==> config.mk <==
export PLATFORM = sky130hd
export DESIGN_NAME = linear_layer_start_token_reader
export DESIGN_NICKNAME = d
export VERILOG_FILES = /design/src/rtl/linear_layer_start_token_reader.sv
export SDC_FILE = /design/constraint.sdc
export NUM_CORES = 1
export LEC_CHECK = 0
export CORE_AREA = 5 5 42 44
export DETAILED_ROUTE_END_ITERATION = 12
export DIE_AREA = 0 0 47 49
export GPL_TIMING_DRIVEN = 0
export RECOVER_POWER = 25
export SLEW_MARGIN = 25
export SYNTH_ARGS = -nofsm -noshare
export SYNTH_HDL_FRONTEND = slang
export SYNTH_SLANG_ARGS = --single-unit
==> constraint.sdc <==
create_clock -name clk -period 2 [get_ports clk]
set_input_delay 0.4 -clock clk [delete_from_list [all_inputs] [get_ports clk]]
set_output_delay 0.4 -clock clk [all_outputs]
set_load 0.02 [all_outputs]
==> src/rtl/linear_layer_start_token_reader.sv <==
// Consumer-side start-token reader: pops start tokens from a start_for_* FIFO and drives the PE start handshake.
// Optional sticky protocol-error detection is compiled in with `define START_READER_ERR_EN.
module linear_layer_start_token_reader #(
  parameter int unsigned DATA_WIDTH   = 1,
  parameter int unsigned MAX_INFLIGHT = 4,
  parameter int unsigned CNT_WIDTH    = 3
) (
  input  logic                  clk,
  input  logic                  reset_n,
  input  logic                  if_empty_n,
  input  logic [DATA_WIDTH-1:0] if_dout,
  output logic                  if_read,
  output logic                  ap_start,
  input  logic                  ap_ready,
  input  logic                  ap_done,
  output logic [DATA_WIDTH-1:0] token,
  output logic [CNT_WIDTH-1:0]  inflight,
  output logic                  busy,
  output logic                  err
);

  typedef enum logic {S_IDLE, S_START} state_e;

  localparam logic [CNT_WIDTH-1:0] MAX_CNT = CNT_WIDTH'(MAX_INFLIGHT);
  localparam logic [CNT_WIDTH-1:0] ONE     = CNT_WIDTH'(1);

  state_e                state_q, state_d;
  logic [DATA_WIDTH-1:0] token_q, token_d;
  logic [CNT_WIDTH-1:0]  inflight_q, inflight_d;
  logic                  accept;

  assign ap_start = (state_q == S_START);
  assign accept   = ap_start & ap_ready;
  assign token    = token_q;
  assign inflight = inflight_q;
  assign busy     = (state_q != S_IDLE) | (inflight_q != '0);

  // A done pulse at zero count pairs with a same-cycle acceptance, leaving the count unchanged.
  always_comb begin
    inflight_d = inflight_q;
    if (accept && !ap_done) begin
      inflight_d = inflight_q + ONE;
    end else if (!accept && ap_done && (inflight_q != '0)) begin
      inflight_d = inflight_q - ONE;
    end
  end

  always_comb begin
    state_d = state_q;
    token_d = token_q;
    if_read = 1'b0;
    case (state_q)
      S_IDLE: begin
        if (if_empty_n && (inflight_q < MAX_CNT) && reset_n) begin
          if_read = 1'b1;
          token_d = if_dout;
          state_d = S_START;
        end
      end
      S_START: begin
        // Chaining looks at the post-update count so a same-cycle ap_done frees a slot.
        if (accept) begin
          if (if_empty_n && (inflight_d < MAX_CNT) && reset_n) begin
            if_read = 1'b1;
            token_d = if_dout;
          end else begin
            state_d = S_IDLE;
          end
        end
      end
      default: state_d = S_IDLE;
    endcase
  end

  always_ff @(posedge clk or negedge reset_n) begin
    if (!reset_n) begin
      state_q    <= S_IDLE;
      token_q    <= '0;
      inflight_q <= '0;
    end else begin
      state_q    <= state_d;
      token_q    <= token_d;
      inflight_q <= inflight_d;
    end
  end

`ifdef START_READER_ERR_EN
  logic err_q, err_d;

  always_comb begin
    err_d = err_q;
    if ((ap_done && (inflight_q == '0) && !accept) || (ap_ready && !ap_start)) begin
      err_d = 1'b1;
    end
  end

  always_ff @(posedge clk or negedge reset_n) begin
    if (!reset_n) begin
      err_q <= 1'b0;
    end else begin
      err_q <= err_d;
    end
  end

  assign err = err_q;
`else
  assign err = 1'b0;
`endif

endmodule
==> flow_summary.json <==
{
  "status": "complete, no violations",
  "power_frac_clock_pct": 12.6,
  "clkTransAtPathRegs_ns": 0.04,
  "ys_seq_elements": 5,
  "ys_seq_area_share_pct": 31.5,
  "synth.avg_cell_area_um2": 9.01,
  "synth_top_area_cell": "dfrtp_1",
  "finalCritPeriodShare_pct": 99.1,
  "post-place-cells": 72,
  "synth.distinct_cells": 25,
  "clkSinkCount": 5,
  "syn-cell-area_um2": 397,
  "cts_inserted_buffers": 3,
  "clockRootBuffer": "clkbuf_4",
  "ys_warn_count": 0,
  "synth_compound_area_share_pct": 17.0,
  "multi_input_area_um2": 268,
  "wl_um": 965,
  "start_kind": "primary input",
  "dp_hpwl_um": 682,
  "seq_power_share_pct": 24.4,
  "ys.flop_type": "dfrtp_1",
  "die_h_um": 49,
  "rows": 14,
  "placed_area_um2": 537,
  "cp-end-kind": "primary output",
  "setup_viol": 0,
  "ir_drop_v": 0.000677,
  "swShare_pct": 43.8,
  "cp.buffers_inverters": 2,
  "muxShareOfSynthArea_pct": 10.1,
  "drt_first_iter_violations": 8,
  "synthesis.nets": 53,
  "critPathSlowestCell": "dlygate4sd2_1",
  "r2r_cells": 7,
  "internal-power_mw": 0.520,
  "start_util_pct": 28.3,
  "via_count": 381,
  "cp.required_ns": 1.60,
  "reg2reg_slack_ns": 0.53,
  "finalWorstSetupSlack_ns": 0.0182,
  "crit_arrival_ns": 1.58,
  "slowest_delay_ns": 0.34,
  "async_reset_ff_share_pct": 100,
  "synth_edf_count": 0,
  "power_switching_mw": 0.405,
  "synthTopCellsByArea": "dfrtp_1, mux2i_1, ha_1, inv_1, nand2_1",
  "r2r-end": "token$_DFFE_PN0P_",
  "grt_pass1_wl_um": 1550,
  "drive_above_1_share_pct": 29.0,
  "grt_use_total_pct": 9.20,
  "wire_per_inst_um": 12.4,
  "timing_hold_violations_final": 0,
  "r2r_start": "inflight[0]$_DFFE_PN0P_",
  "cts_tree": "built",
  "p_per_area_nw_per_um2": 1570,
  "n_antenna_cell": 0,
  "core_area_um2": 1400,
  "path_delay_family": "buffers and inverters",
  "rsz0062_at_grt": "yes",
  "fmax_mhz": 505,
  "drcViolationCount": 0,
  "synth_xor_area_share_pct": 4.42,
  "path_max_fanout": 6,
  "pre_cts_ws_ns": -0.662,
  "syn2layout_area_growth_pct": 48.9,
  "synth_common_cells": "dfrtp_1, inv_1, mux2i_1, nand2_1, nor2_1",
  "htreeDepth": 1,
  "synth_top_area_share_pct": 31.5,
  "antenna_left": 0,
  "final_util_pct": 42.1,
  "finish.instance_area_um2": 591,
  "yosys.area_share.simple_pct": 20.8,
  "synthAdderAreaFrac_pct": 9.46,
  "crit_type": "in -> out",
  "total_power_mw": 0.925,
  "first_global_vias": 354,
  "dr.pass1.iters": 4,
  "max_cap_violations": 0,
  "nFillCells": 158,
  "synth_top_family_by_area": "simple AND/OR/NAND/NOR gates",
  "fin_cells": 78,
  "fin_nets": 72,
  "grt_max_degree": 9,
  "fin_crit_ns": 1.98,
  "die_w_um": 47,
  "clock_latency_ns": 0.24,
  "design.portCount": 14,
  "cts_buffer_depth": 2,
  "holdBufCountCts": 0,
  "maxSlewViolCount": 0,
  "worstHoldPathType": "in -> async",
  "clock_skew_ns": 0.00425,
  "yosysMostFrequentCell": "dfrtp_1",
  "overflow": 0,
  "synthCells": 44,
  "p_leak_nw": 0.264,
  "crit_chain": "dlygate4sd2_1, nand2_2, a2bb2oi_2, a21oi_2, o22ai_1, buf_4",
  "viasPerCell": 4.88,
  "die_area_um2": 2300,
  "antenna_found_initial": 0,
  "comb_power_share_pct": 63.1,
  "seq_area_um2": 125,
  "port_buffers": 12,
  "gp_congestion": 0.741
}
## kinds of logic (layout without fill, tap and decap cells)
logic type / after synthesis / after routing
flip-flops: 5 / 5
adder cells (fa/ha/maj): 3 / 3
AO/OA/AOI/OAI: 9 / 9
other: 1 / 1
XOR/XNOR: 2 / 2
multiplexers: 4 / 4
buffers and inverters: 5 / 23
AND/OR/NAND/NOR: 15 / 15
## power by group through the flow
stage	combinational [mW]	clock (mW)	sequential (mW)
floorplan	0.286	0	0.264
global placement	0.528	0	0.219
detailed placement	0.533	0	0.219
CTS	0.527	0.121	0.219
global route	0.641	0.133	0.234
finish	0.583	0.116	0.226
## timing repair
| item | 4_1_cts | 5_1_grt |
|---|---|---|
| endpoints found under the hold margin | 0 | 0 |
| pin swaps | 0 | 2 |
| setup endpoints to repair | 2 | 1 |
| resized for setup | 9 | 9 |
| buffers inserted | 0 | 2 |
## cell usage in the layout, fill, tap and decap left out, types with 2 or more instances in the layout
cell type,synthesis,routed
clkdlybuf4s50_1,0,7
dfrtp_1,5,5
nand2_1,4,4
mux2i_1,4,4
buf_4,1,4
inv_2,0,3
nor2_1,4,3
clkbuf_4,0,3
dlygate4sd2_1,0,3
ha_1,3,2
## worst max path at each step
stage / startpoint / to / depth (start not counted)
6_report: ap_ready / if_read / 6
5_1_grt: inflight[1]$_DFFE_PN0P_ / if_read / 7
4_1_cts: inflight[0]$_DFFE_PN0P_ / if_read / 7
3_5_place_dp: ap_done / if_read / 6
3_3_place_gp: ap_done / if_read / 6
2_1_floorplan: inflight[0]$_DFFE_PN0P_ / if_read / 6
## state kept, by name (all words and copies together), names as in the netlist
register / flops
ap_start: 1
token: 1
inflight: 3
## through the flow
stage / setup TNS (ns) / hold slack [ns]
detailed placement: -0.662 / 0.639
floorplan: 0 / 0.104
global placement: -0.635 / 0.640
finish: 0 / 0.133
global route: -0.0958 / 0.131
CTS: -0.000824 / 0.133
## metal layers
metal  global-route usage (%)  routed length [um]  vias to the layer above
li1                         -                   -                      190
met1                     11.8                 424                      183
met2                     13.1                 489                        8
met3                     4.80                  51                        0
met4                     2.76                   0                        0
met5                        0                   0                        -
## final cells by class
type / instances / share of cell area (%)
multi-input combinational: 34 / 45.3
timing repair buffer: 14 / 21.8
sequential: 5 / 21.2
clock buffer: 4 / 4.45
tap: 16 / 3.39
inverter: 4 / 2.54
buffer: 1 / 1.27
(Power assumes the default switching activity.)
